## config.mk

```make
export PLATFORM = sky130hd
export DESIGN_NAME = ping_pong_counter_multi
export DESIGN_NICKNAME = d
export VERILOG_FILES = /design/src/rtl/ping_pong_counter_multi.sv
export SDC_FILE = /design/constraint.sdc
export NUM_CORES = 1
export LEC_CHECK = 0
export BUFFER_PORTS_ARGS = -buffer_cell sky130_fd_sc_hd__buf_2
export CORE_ASPECT_RATIO = 0.8
export CORE_MARGIN = 4
export CORE_UTILIZATION = 45
export CTS_BUF_LIST = sky130_fd_sc_hd__clkbuf_4
export CTS_CLUSTER_DIAMETER = 30
export DETAILED_ROUTE_END_ITERATION = 12
export GPL_TIMING_DRIVEN = 0
export PLACE_DENSITY = 0.65
export SLEW_MARGIN = 30
export SYNTH_ARGS = -nofsm -noshare
export SYNTH_HDL_FRONTEND = slang
export SYNTH_SLANG_ARGS = --single-unit
```

## constraint.sdc

```tcl
create_clock -name clk -period 9.65 [get_ports clk]
set_input_delay 0.965 -clock clk [delete_from_list [all_inputs] [get_ports clk]]
set_output_delay 0.965 -clock clk [all_outputs]
set_load 0.005 [all_outputs]
```

## src/rtl/ping_pong_counter_multi.sv

```systemverilog
// Bounded up/down sweep counter (ping-pong, wrap-up, wrap-down) with registered bounce pulse
// and saturating bounce counter; all outputs registered, one-cycle update, no backpressure.
module ping_pong_counter_multi #(
  parameter int WIDTH  = 8,
  parameter int STEP_W = 4,
  parameter int CNT_W  = 8
) (
  input  logic              clk,
  input  logic              rst_n,
  input  logic              enable,
  input  logic              flip,
  input  logic              load,
  input  logic [WIDTH-1:0]  load_val,
  input  logic              clr_cnt,
  input  logic [1:0]        mode,
  input  logic [WIDTH-1:0]  min,
  input  logic [WIDTH-1:0]  max,
  input  logic [STEP_W-1:0] step,
  output logic              direction,
  output logic [WIDTH-1:0]  out,
  output logic              bounce,
  output logic [CNT_W-1:0]  bounce_cnt
);

  // Wide enough for both operands plus a guard bit, so comparisons never wrap.
  localparam int AW = ((WIDTH > STEP_W) ? WIDTH : STEP_W) + 1;
  localparam logic [WIDTH-1:0] ONE = WIDTH'(1);

  logic [WIDTH-1:0] r_out;
  logic             r_dir;
  logic             r_bounce;
  logic [CNT_W-1:0] r_cnt;

  logic [AW-1:0]    w_min, w_max, w_out, w_step, w_span, w_s, w_d, w_e;
  logic [WIDTH-1:0] w_sn, w_dn, w_en, w_clamp;
  logic             w_range_ok, w_hold, w_ed;
  logic [WIDTH-1:0] w_nxt_out;
  logic             w_nxt_dir, w_nxt_bounce;

  assign w_min  = {{(AW-WIDTH){1'b0}}, min};
  assign w_max  = {{(AW-WIDTH){1'b0}}, max};
  assign w_out  = {{(AW-WIDTH){1'b0}}, r_out};
  assign w_step = {{(AW-STEP_W){1'b0}}, step};
  assign w_span = w_max - w_min;
  assign w_s    = (w_step < w_span) ? w_step : w_span;
  assign w_d    = w_max - w_out;
  assign w_e    = w_out - w_min;

  // s, d and e are all bounded by max-min in the advance case, so WIDTH bits suffice.
  assign w_sn = w_s[WIDTH-1:0];
  assign w_dn = w_d[WIDTH-1:0];
  assign w_en = w_e[WIDTH-1:0];

  assign w_range_ok = (max > min);
  assign w_hold     = !enable || !w_range_ok || (r_out < min) || (r_out > max) || (step == '0);
  assign w_clamp    = (load_val < min) ? min : ((load_val > max) ? max : load_val);
  assign w_ed       = r_dir ^ flip;

  always_comb begin
    w_nxt_out    = r_out;
    w_nxt_dir    = r_dir;
    w_nxt_bounce = 1'b0;
    if (load && w_range_ok) begin
      w_nxt_out = w_clamp;
    end else if (!w_hold) begin
      case (mode)
        2'd1: begin
          w_nxt_dir = 1'b0;
          if (w_s <= w_d) begin
            w_nxt_out = r_out + w_sn;
          end else begin
            w_nxt_out    = min + (w_sn - w_dn - ONE);
            w_nxt_bounce = 1'b1;
          end
        end
        2'd2: begin
          w_nxt_dir = 1'b1;
          if (w_s <= w_e) begin
            w_nxt_out = r_out - w_sn;
          end else begin
            w_nxt_out    = max - (w_sn - w_en - ONE);
            w_nxt_bounce = 1'b1;
          end
        end
        default: begin
          if (!w_ed) begin
            if (w_s <= w_d) begin
              w_nxt_out = r_out + w_sn;
              w_nxt_dir = 1'b0;
            end else begin
              w_nxt_out    = max - (w_sn - w_dn);
              w_nxt_dir    = 1'b1;
              w_nxt_bounce = 1'b1;
            end
          end else begin
            if (w_s <= w_e) begin
              w_nxt_out = r_out - w_sn;
              w_nxt_dir = 1'b1;
            end else begin
              w_nxt_out    = min + (w_sn - w_en);
              w_nxt_dir    = 1'b0;
              w_nxt_bounce = 1'b1;
            end
          end
        end
      endcase
    end
  end

  always_ff @(posedge clk) begin
    if (!rst_n) begin
      r_out    <= min;
      r_dir    <= 1'b0;
      r_bounce <= 1'b0;
    end else begin
      r_out    <= w_nxt_out;
      r_dir    <= w_nxt_dir;
      r_bounce <= w_nxt_bounce;
    end
  end

  // Clear wins over a coincident bounce; the count sticks at all-ones.
  always_ff @(posedge clk) begin
    if (!rst_n) begin
      r_cnt <= '0;
    end else if (clr_cnt) begin
      r_cnt <= '0;
    end else if (w_nxt_bounce && (r_cnt != '1)) begin
      r_cnt <= r_cnt + CNT_W'(1);
    end
  end

  assign out        = r_out;
  assign direction  = r_dir;
  assign bounce     = r_bounce;
  assign bounce_cnt = r_cnt;

endmodule

```

; ---- Word level (Yosys, flattened, before mapping)
; Cells that the tools add are included.
[op_classes]
addsub = 14
order_cmp = 8
n_eq_ne = 4
n_mux = 21
bitwise = 4
n_reduce_logical = 11
[ops]
columns = operator, n
row1 = two-way mux 8 bit, 10
row2 = subtractor 8 bit, 5
row3 = subtractor 8 x 8 -> 9 bit, 3
row4 = adder 8 bit, 3
row5 = greater-than comparator 8 bit, 3
row6 = <= comparator 9 bit, 2
row7 = < comparator 8 bit, 2
row8 = case mux 8 bit (2 select lines), 1
row9 = "subtractor 8 x 1 -> 8 bit, second input constant", 2
row10 = < comparator 4 x 9 -> 1 bit, 1
row11 = two-way mux 9 bit, 1
row12 = "adder 8 x 1 -> 8 bit, second input constant", 1
row13 = "inequality test 8 bit, second input constant", 1
row14 = two-way mux 1 bit, 7
row15 = logical NOT 4 bit, 1
row16 = logical OR 1 bit, 4
row17 = case mux 1 bit (2 select lines), 2
row18 = "inequality test 3 x 2 -> 1 bit, second input constant", 1
row19 = NOT 1 bit, 3
row20 = "equality test 2 x 1 -> 1 bit, second input constant", 1
row21 = "equality test 2 bit, second input constant", 1
row22 = logical AND 1 bit, 2
row23 = logical NOT 1 bit, 2
row24 = AND reduction 2 bit, 1
row25 = 2 further kinds, 2
[word_totals]
ff_bits = 18
input_bits = 36

; ---- Logic depth before layout (Yosys ltp)
[depth]
depth_word = 11
ltp_mapped = 33
depth_no_buf = 33

; ---- Worst setup path after synthesis
; Ideal clock, no wire load.
[synth_timing]
path_type = input to register
startpoint = input port max[0]
endpoint = register r_out[7], in the netlist out[7], data pin
setup_ns = 0.271
arrival_ns = 6.802
required_time_ns = 9.379
path_slack_ns = 2.578
stages = 30
n_path_buf = 0
path_cell_list = inv_1 > ha_1 > inv_1 > fa_1 > xor2_1 > inv_1 > ha_1 > o21a_1 > o32a_1 > o211ai_1 > a211o_2 > nor2_1 > mux2i_1 > inv_1 > ha_1 > fa_1 > inv_1 > ha_1 > inv_1 > ha_1 > fa_1 > a21o_1 > a21oi_1 > o21bai_1 > a21oi_1 > xnor2_1 > xnor2_1 > a311o_1 > a21oi_1 > o221ai_1
[synth_between]
elab_chain_cells = 11
[synth_rtl]
columns = element, line
row1 = start: declaration, 17  ; input logic [WIDTH-1:0] max,
row2 = subtractor 8 x 8 -> 9 bit, 44  ; assign w_span = w_max - w_min;
row3 = < comparator 4 x 9 -> 1 bit, 45  ; assign w_s = (w_step < w_span) ? w_step : w_span;
row4 = two-way mux 9 bit, 45
row5 = subtractor 8 bit (on tied branches), -
row6 = subtractor 8 x 1 -> 8 bit (tied with other cells), 81  ; w_nxt_out = max - (w_sn - w_en - ONE);
row7 = subtractor 8 bit (tied with other cells), 81
row8 = two-way mux 8 bit (on tied branches), "78, 69, 86"
row9 = case mux 8 bit (2 select lines), 66  ; case (mode)
row10 = two-way mux 8 bit, 65  ; end else if (!w_hold) begin
row11 = two-way mux 8 bit (*), 63  ; if (load && w_range_ok) begin
row12 = two-way mux 8 bit (*), 111  ; if (!rst_n) begin
row13 = end signal: assignment, 112  ; r_out <= min;
row14 = end signal: assignment, 116  ; r_out <= w_nxt_out;
row15 = end: declaration, 29  ; logic [WIDTH-1:0] r_out;
; Every way passes the cells marked *; elsewhere a longest branch is shown, timed or not. The select of a mux whose other input is x is not followed.
; A chain may end at the register's enable or synchronous reset.

; ---- Worst setup path after layout
[layout_timing]
startpoint = input port max[0]
endpoint = register r_out[5], in the netlist out[5], data pin
; The elaborated chain is that of the path after synthesis.

==> out/qor.txt <==
maxcap violations - 0
CP top delay family - compound AO/OA/AOI/OAI gates
Max Fclk - 120.5 MHz
post_cts resized - 0
CTS tree - yes
GRT Resource Usage Total - 24.27%
DR pass1 iterations - 6
Slew @ Worst Pin - 0.8258 ns
DR vias - 5,979
R2R Setup Slk - 4.18 ns
CTS buffer count - 3
Slew Limit Fails - 0
worst r2r dst - out[7]
Nets - 1,022
Port Buffers - 53
global-route wire length before repair - 28,930 um
Clock transition at path regs - 0.14 ns
drt wl/cell - 18.24 um
Filler Cells Inserted - 1,293
Pint - 0.9398 mW
crit path max-delay cell type - a2111oi_0
critical path class - input pin to flip-flop
Post-synth EDFFs - 8
worst vdd ir - 0.2538 mV
core area - 12,920 um^2
grt ovf - 0
global placer's final weighted congestion - 0.9821
Placed Instances - 1,034
die span in y - 111.1 um
maximum fanout along the worst path - 7
CP bufs+invs - 5
Hold Crit Depth - 2
RSZ-0062 raised after global routing - false
starting density of the core - 46.26%
Post-Route WL - 18,950 um
final hold vios - 0
switching share of power - 56.09%
H-tree Lvls - 1
WP data arrival - 8.40 ns
Hold WC Path Type - flip-flop to flip-flop
Cell Pwr Density - 327.1 nW/um^2
required time worst endpoint - 9.75 ns
Mapped Cells - 792
# DRC - 0
1st-iter DRT viols - 715
clock skew - 0.01157 ns
post-synthesis sequential area ratio - 7.372%
Hold Crit Start - bounce_cnt[7]
Max Buffers Root-to-Sink - 2
Reg area - 440.4 um^2
Syn-to-layout area delta - 9.529%
initial antenna violation count - 1
layout cells sized above 1 - 10.08%
ys flop type - dfxtp_1
Clk pwr share - 2.4%
yosys warns - 0
Syn Area/Cell - 7.544 um^2
vias in the first global route - 5,195
status - completed
dpl hpwl - 16,060 um
IO Pins - 54
WHS Endpoint - bounce_cnt[7]
clock latency on the worst-skew pair - 0.33 ns
total power - 2.140 mW
fin worst setup slack - 1.350 ns
DIE AREA - 15,200 um^2
post-route cell area - 6544 um^2
nature of the critical path endpoint - flip-flop
Final Instance Count excl. Fillers - 1,039
dpl ws - 1.256 ns
Final Critical Period - 8.300 ns
mapped cell area - 5974 um^2
commonest non-fill, non-tap cell in the layout - ha_1
post-route ant nets - 0
worst r2r src - out[0]
combinational share of power - 92.4%
Rel. slew slack - 44.36%
clk root buf - clkbuf_4
Setup TNS Final - 0 ns
Post-synth ARST share - 0%
CP max stage delay - 0.68 ns
post-route clock period utilization - 86.01%
startpoint type of the worst setup path - input pin
post-CTS setup buffer count - 0
Multi-input gate area - 5156 um^2
Post-Place Cell Area - 6511 um^2
vias per cell - 5.755
clock sink count - 18
post-synth cell types - 80
Row Count - 37
final setup violation count - 0
most frequent cells in the layout - ha_1, inv_1, a21oi_1
largest net degree at the start of global routing - 11
part of the power in registers - 5.2%
Yosys reg bits - 18
r2r worst-path depth - 24
DIE WIDTH - 136.8 um
hold_buf cts - 0
Sw Pwr - 1.200 mW
Static Leakage - 3.149 nW
==> cells by family (layout without fill, tap and decap cells) <==
| logic type | Yosys count | count (layout) | share of synthesized area, % |
|---|---|---|---|
| adders and majority gates | 124 | 124 | 27.16 |
| and+or+nand+nor | 209 | 209 | 18.24 |
| xor gates and xnor gates | 69 | 69 | 10.12 |
| other | 2 | 17 | 0.1257 |
| AOI/OAI and AO/OA | 243 | 243 | 27.41 |
| DFF | 18 | 18 | 7.372 |
| muxes | 14 | 14 | 2.366 |
| buffers and inverters | 113 | 170 | 7.204 |
==> cells in the mapped netlist, types with 5 or more instances <==
cell type | count | share of area (%)
nor4_1 | 6 | 0.63
edfxtp_1 | 8 | 4.0
nand2b_1 | 13 | 1.4
xor2_1 | 18 | 2.6
nand2_1 | 54 | 3.4
nor3_1 | 16 | 1.3
a21boi_0 | 8 | 1.0
a221oi_1 | 5 | 0.73
and2_1 | 7 | 0.73
xnor2_1 | 51 | 7.5
a21oi_1 | 75 | 6.3
mux2i_1 | 13 | 2.2
and3_1 | 10 | 1.0
clkbuf_1 | 13 | 0.82
o21ai_0 | 44 | 3.7
o21bai_1 | 13 | 1.6
a31oi_1 | 8 | 0.84
o211ai_1 | 8 | 1.0
nor2b_1 | 8 | 0.84
a211oi_1 | 8 | 1.0
fa_1 | 10 | 3.4
ha_1 | 112 | 23
nand4_1 | 8 | 0.84
a21o_1 | 23 | 2.9
nand3_1 | 17 | 1.4
dfxtp_1 | 10 | 3.4
nor2_1 | 44 | 2.8
inv_1 | 96 | 6.0
==> flip-flops by register name, summed over array words and instances (netlist names) <==
name        cells
bounce_cnt      8
out             8
bounce          1
direction       1
==> through the flow <==
stage / utilization, % / hold slack, ns
after floorplan: - / 0.4704
after global placement: 50.41 / 0.4733
after detailed placement: 50.41 / 0.4817
after CTS: 50.64 / 0.5029
after global routing: 50.66 / 0.5465
final: 50.66 / 0.5084
==> cell type report <==
type                    instances  share of cell area, %
plain buffers                  16                  1.013
flip-flops and latches         18                  6.730
inverters                      97                  5.564
diodes                          1                0.03824
multi-input cells             675                  78.80
well taps                     175                  3.346
clock buffers                   4                 0.4589
repair buffers                 53                  4.054
==> worst min-delay path, cell delays in order (launching register included) <==
cell	delay, ns
dfxtp_1	0.35
nand2_1	0.06
mux2i_1	0.06
==> layer usage <==
layer	global-route usage [%]	up-vias	part of all wire, %
met2	32.60	265	39
li1	-	2991	-
met3	3.403	16	8.7
met4	3.324	0	1.3
met1	40.61	2707	51
met5	0	-	0
==> power by group through the flow <==
| stage | clock, mW | sequential [mW] | combinational [mW] |
|---|---|---|---|
| 4_1_cts | 0.0521 | 0.112 | 1.93 |
| 5_1_grt | 0.0558 | 0.113 | 2.17 |
| 6_report | 0.0507 | 0.112 | 1.98 |
| 2_1_floorplan | 0 | 0.107 | 1.50 |
| 3_3_place_gp | 0 | 0.114 | 1.90 |
| 3_5_place_dp | 0 | 0.114 | 1.91 |
==> worst max path at each step <==
stage | cells past startpoint | from | endpoint
after floorplan | 30 | max[0] | out[7]
after global placement | 29 | max[0] | out[7]
after detailed placement | 29 | max[0] | out[5]
after CTS | 29 | max[0] | out[5]
after global routing | 29 | max[0] | out[5]
final | 29 | max[0] | out[5]
Power figures use the tool's default switching activity.
